File: config.mk
export PLATFORM = sky130hd
export DESIGN_NAME = adler32_arbiter
export DESIGN_NICKNAME = d
export VERILOG_FILES = /design/src/rtl/adler32_arbiter_pkg.sv /design/src/rtl/adler32_rr_arb.sv /design/src/rtl/adler32_arbiter.sv
export SDC_FILE = /design/constraint.sdc
export NUM_CORES = 1
export LEC_CHECK = 0
export BUFFER_PORTS_ARGS = -buffer_cell sky130_fd_sc_hd__buf_2
export CORE_UTILIZATION = 50
export DETAILED_ROUTE_END_ITERATION = 10
export PLACE_DENSITY_LB_ADDON = 0.1
export SLEW_MARGIN = 20
export SYNTH_ARGS = -nofsm -noshare
export SYNTH_HDL_FRONTEND = slang
export SYNTH_SLANG_ARGS = --single-unit
File: constraint.sdc
create_clock -name clk -period 2.33 [get_ports clk]
set_input_delay 0.3495 -clock clk [delete_from_list [all_inputs] [get_ports clk]]
set_output_delay 0.3495 -clock clk [all_outputs]
set_load 0.02 [all_outputs]
File: src/rtl/adler32_arbiter_pkg.sv
// Shared types/constants for the Adler-32 arbiter.
// Holds FSM state enum, widths and empty checksum.
package adler32_arbiter_pkg;

  localparam int SIZE_W = 22;
  localparam int CSUM_W = 32;

  localparam logic [CSUM_W-1:0] ADLER_EMPTY =
    32'h0000_0001;

  typedef enum logic [2:0] {
    IDLE,
    SIZE,
    STREAM,
    WAIT,
    DONE
  } state_e;

endpackage

File: src/rtl/adler32_rr_arb.sv
// Two-way round-robin pick: req_i, prio_i -> win_o.
// prio_i names the favoured requester; win_o one-hot.
module adler32_rr_arb (
  input  logic [1:0] req_i,
  input  logic       prio_i,
  output logic [1:0] win_o
);

  always_comb begin
    win_o = 2'b00;
    if (req_i[prio_i]) begin
      win_o[prio_i] = 1'b1;
    end else if (req_i[!prio_i]) begin
      win_o[!prio_i] = 1'b1;
    end
  end

endmodule

File: src/rtl/adler32_arbiter.sv
// Arbitrates two requesters onto one Adler-32 engine.
// Ports: req/size/data in, grant/done/result/err out, eng_* link.
module adler32_arbiter
  import adler32_arbiter_pkg::*;
#(
  parameter int TIMEOUT = 10
) (
  input  logic              clk,
  input  logic              rst_n,
  input  logic [1:0]        req,
  input  logic [SIZE_W-1:0] size0,
  input  logic [SIZE_W-1:0] size1,
  input  logic [7:0]        data0,
  input  logic [7:0]        data1,
  output logic [1:0]        grant,
  output logic [1:0]        done,
  output logic [CSUM_W-1:0] result,
  output logic              err,
  output logic              busy,
  output logic [SIZE_W-1:0] eng_size,
  output logic              eng_size_valid,
  output logic              eng_data_start,
  output logic [7:0]        eng_data,
  input  logic              eng_checksum_valid,
  input  logic [CSUM_W-1:0] eng_checksum
);

  localparam int WD_W = $clog2(TIMEOUT + 1);

  state_e            state_q, state_d;
  logic [SIZE_W-1:0] size_q, size_d;
  logic [SIZE_W-1:0] cnt_q, cnt_d;
  logic [WD_W-1:0]   wd_q, wd_d;
  logic              win_q, win_d;
  logic              prio_q, prio_d;
  logic [CSUM_W-1:0] result_q, result_d;
  logic              err_q, err_d;

  logic [1:0]        arb_win;
  logic [SIZE_W-1:0] sel_size;

  adler32_rr_arb u_arb (
    .req_i  (req),
    .prio_i (prio_q),
    .win_o  (arb_win)
  );

  assign sel_size = arb_win[1] ? size1 : size0;

  always_comb begin
    state_d        = state_q;
    size_d         = size_q;
    cnt_d          = cnt_q;
    wd_d           = wd_q;
    win_d          = win_q;
    prio_d         = prio_q;
    result_d       = result_q;
    err_d          = err_q;
    grant          = 2'b00;
    done           = 2'b00;
    eng_size_valid = 1'b0;
    eng_data_start = 1'b0;
    eng_data       = 8'h00;
    unique case (state_q)
      IDLE: begin
        if (|req) begin
          win_d  = arb_win[1];
          size_d = sel_size;
          if (sel_size == '0) begin
            result_d = ADLER_EMPTY;
            err_d    = 1'b0;
            state_d  = DONE;
          end else begin
            cnt_d   = sel_size;
            state_d = SIZE;
          end
        end
      end
      SIZE: begin
        eng_size_valid = 1'b1;
        grant[win_q]   = 1'b1;
        state_d        = STREAM;
      end
      STREAM: begin
        eng_data       = win_q ? data1 : data0;
        // counter still equals size only on the first byte
        eng_data_start = (cnt_q == size_q);
        cnt_d          = cnt_q - SIZE_W'(1);
        if (cnt_q == SIZE_W'(1)) begin
          wd_d    = WD_W'(1);
          state_d = WAIT;
        end
      end
      WAIT: begin
        // valid wins even on the expiry cycle
        if (eng_checksum_valid) begin
          result_d = eng_checksum;
          err_d    = 1'b0;
          state_d  = DONE;
        end else if (wd_q == WD_W'(TIMEOUT)) begin
          result_d = '0;
          err_d    = 1'b1;
          state_d  = DONE;
        end else begin
          wd_d = wd_q + 1'b1;
        end
      end
      DONE: begin
        done[win_q] = 1'b1;
        // favour the requester not just served
        prio_d      = !win_q;
        wd_d        = '0;
        state_d     = IDLE;
      end
      default: state_d = IDLE;
    endcase
  end

  always_ff @(posedge clk or negedge rst_n) begin
    if (!rst_n) begin
      state_q  <= IDLE;
      size_q   <= '0;
      cnt_q    <= '0;
      wd_q     <= '0;
      win_q    <= 1'b0;
      prio_q   <= 1'b0;
      result_q <= '0;
      err_q    <= 1'b0;
    end else begin
      state_q  <= state_d;
      size_q   <= size_d;
      cnt_q    <= cnt_d;
      wd_q     <= wd_d;
      win_q    <= win_d;
      prio_q   <= prio_d;
      result_q <= result_d;
      err_q    <= err_d;
    end
  end

  assign busy     = (state_q != IDLE);
  assign result   = result_q;
  assign err      = err_q;
  assign eng_size = size_q;

endmodule

==> flow_summary.json <==
{
  "num_rows": 34,
  "routed_wl_um": 13000,
  "firstDrtPassIters": 10,
  "drive_gt1_frac": 0.360,
  "r2r_cells": 6,
  "yosys_warnings": 0,
  "drt-initial-drc-count": 231,
  "cts_buffers": 9,
  "worstSetupStartpointType": "flip-flop",
  "final_cell_area_um2": 5960,
  "coreArea_um2": 8850,
  "multi_input_area_um2": 2340,
  "ios": 167,
  "root_buffer": "clkbuf_8",
  "grt-ovfl-total": 0,
  "grt_max_degree": 53,
  "seqCellArea_um2": 2150,
  "async_flop_share": 1.00,
  "n_fill_cell": 734,
  "syn_area_um2": 4630,
  "synth-seq-cells": 86,
  "violations": "design-rule violations",
  "hpwl_um": 9850,
  "postSynthCellCount": 477,
  "drv_slew": 0,
  "synth_fp_nets": 578,
  "nNetsFinal": 749,
  "start_util": 0.523,
  "antenna_found_initial": 0,
  "finalCriticalPeriod_ns": 2.25,
  "grt_usage": 0.276,
  "p_per_area_nw_per_um2": 1500,
  "skew_ns": 0.0160,
  "grt_pass1_wl_um": 21000,
  "clk_pin_slew_ns": 0.11,
  "final-hold-violation-count": 0,
  "syn_to_final_growth_pct": 28.8,
  "max_freq_mhz": 444,
  "cp_slowest_stage_delay_ns": 0.41,
  "ys.flop_type": "dfrtp_1",
  "die_area_um2": 9650,
  "vias_per_cell": 5.83,
  "die_w_um": 98.3,
  "place_area_um2": 5720,
  "path_cells": "buf_6 -> xnor2_2 -> nand4_1 -> nor4_1 -> nand3_1 -> nor3_2 -> buf_4",
  "tightest_slew_ns": 0.582,
  "hold_path.class": "in -> reg",
  "drc": 9,
  "rsz0062_at_grt": "yes",
  "ant_nets": 0,
  "numPortBuffers": 166,
  "critPathSlowestCell": "dfrtp_1",
  "antenna_cells": 0,
  "clk_latency_ns": 0.36,
  "cellLeakagePower_nw": 2.94,
  "worst_ep_arrival_time_ns": 1.90,
  "ir_worst_vdd_v": 0.000716,
  "crit_path_end_kind": "output port",
  "ys_types": 50,
  "setup_viol": 0,
  "cts_tree": "built",
  "fin_crit_sh": 0.967,
  "hold_depth": 2,
  "post_drt_wl_per_cell_um": 17.1,
  "cts.htree.levels": 3,
  "status": "finished with violations",
  "vias": 4440,
  "place_congestion": 0.893,
  "fin_ws_ns": 0.0769,
  "required_ns": 1.98,
  "critical_path_peak_fanout": 4,
  "synth_edf_count": 0,
  "timing.max_cap.violations": 0,
  "p_total_mw": 8.93,
  "path_class": "reg -> out",
  "ys_seq_area_frac": 0.465,
  "post-cts-setup-buffers": 0,
  "cts_buffer_depth": 2,
  "dp_slack_ns": 0.0854,
  "grt_pass1_vias": 4242,
  "clock-sinks": 86,
  "maxSlewHeadroom": 0.609,
  "avgSynthCellArea_um2": 9.71,
  "die_y_um": 98.3
}
## cell usage after synthesis (all sizes together) (6+ instances only)
cell type / n / area (um^2)
a21oi: 38 / 190
a22o: 44 / 387
buf: 11 / 57.6
clkbuf: 21 / 78.8
dfrtp: 86 / 2150
inv: 11 / 41.3
mux2: 6 / 67.6
mux2i: 29 / 290
nand2: 31 / 119
nand3: 14 / 75.1
nand4: 6 / 37.5
nor2: 44 / 165
nor3: 15 / 86.3
nor4: 13 / 87.6
o21ai: 26 / 134
o22ai: 8 / 50.1
xnor2: 17 / 149
## layout make-up
| cell class | instances | share of cell area |
|---|---|---|
| inverter | 11 | 0.00692 |
| multi-input combinational | 348 | 0.393 |
| tap | 108 | 0.0227 |
| clock inverter | 7 | 0.0132 |
| timing repair buffer | 192 | 0.182 |
| sequential | 86 | 0.361 |
| clock buffer | 9 | 0.0208 |
## metrics by stage
step           utilization  setup TNS [ns]  hold slack (ns)  cells
6_report             0.674               0            0.199    761
5_1_grt              0.674         -0.0219            0.187    761
4_1_cts              0.672               0            0.187    761
3_5_place_dp         0.646               0            0.351    744
3_3_place_gp         0.646               0            0.338    744
2_1_floorplan            -               0           0.0539    477
## per-layer routing
metal	up-vias	GRT usage	wire, um
met5	-	0	0
met4	0	0.0873	212
met3	18	0.0415	961
met2	185	0.434	6120
met1	2130	0.393	5750
li1	2107	-	-
## cell usage in the layout, fill, tap and decap left out, drive strengths merged, types with 4 or more instances in the layout
cell type,n
nor3b,4
nor4,13
inv,13
a21o,4
nand2,31
buf,191
nor3,15
ha,4
nor2,44
a22o,44
clkbuf,9
mux2,6
xor2,5
nand4,6
nand3,14
o31ai,5
dfrtp,86
a21oi,38
o32ai,4
clkinv,5
o21ai,26
mux2i,29
xnor2,17
o22ai,8
## critical path: cells and delay by family, from the launching register on
kind	cells	cell delay (ns)
simple gates	4	0.69
flops	1	0.41
buf+inv	2	0.30
xor+xnor	1	0.16
## registers in the layout, summed over array words and instances, names as in the netlist
signal and flops:
wd_q 4, win_q 1, eng_size 22, result 32
state_q 3, prio_q 1, cnt_q 22, err 1
## kinds of logic after synthesis
logic type               share of synthesized area
flip-flops                                   0.465
AO/OA/AOI/OAI                                0.211
XOR/XNOR                                    0.0416
multiplexers                                0.0773
buffers and inverters                       0.0384
AND/OR/NAND/NOR                              0.157
adder cells (fa/ha/maj)                     0.0108
## path summary, 6_finish.rpt
check / start / slack [ns] / endpoint
min in group asynchronous: rst_n / 0.48 / eng_size[19]
max in group asynchronous: rst_n / 1.21 / cnt_q[14]
worst min register to register: err / 0.50 / err
worst max register to register: cnt_q[19] / 0.13 / wd_q[3]
worst max-delay path: cnt_q[12] / 0.08 / eng_data_start
worst min-delay path: eng_checksum[2] / 0.20 / result[2]
## power by group
group | switching [mW] | internal [mW]
combinational | 2.84 | 2.06
sequential | 0.734 | 2.24
clock | 0.625 | 0.422
## timing repair
action | 4_1_cts | 5_1_grt
setup endpoints to repair | 1 | 17
resized for setup | 4 | 4
hold buffers | 1 | 0
cloned | 0 | 0
endpoints found under the hold margin | 34 | 0
pin swaps | 2 | 2
(Power assumes the default switching activity.)
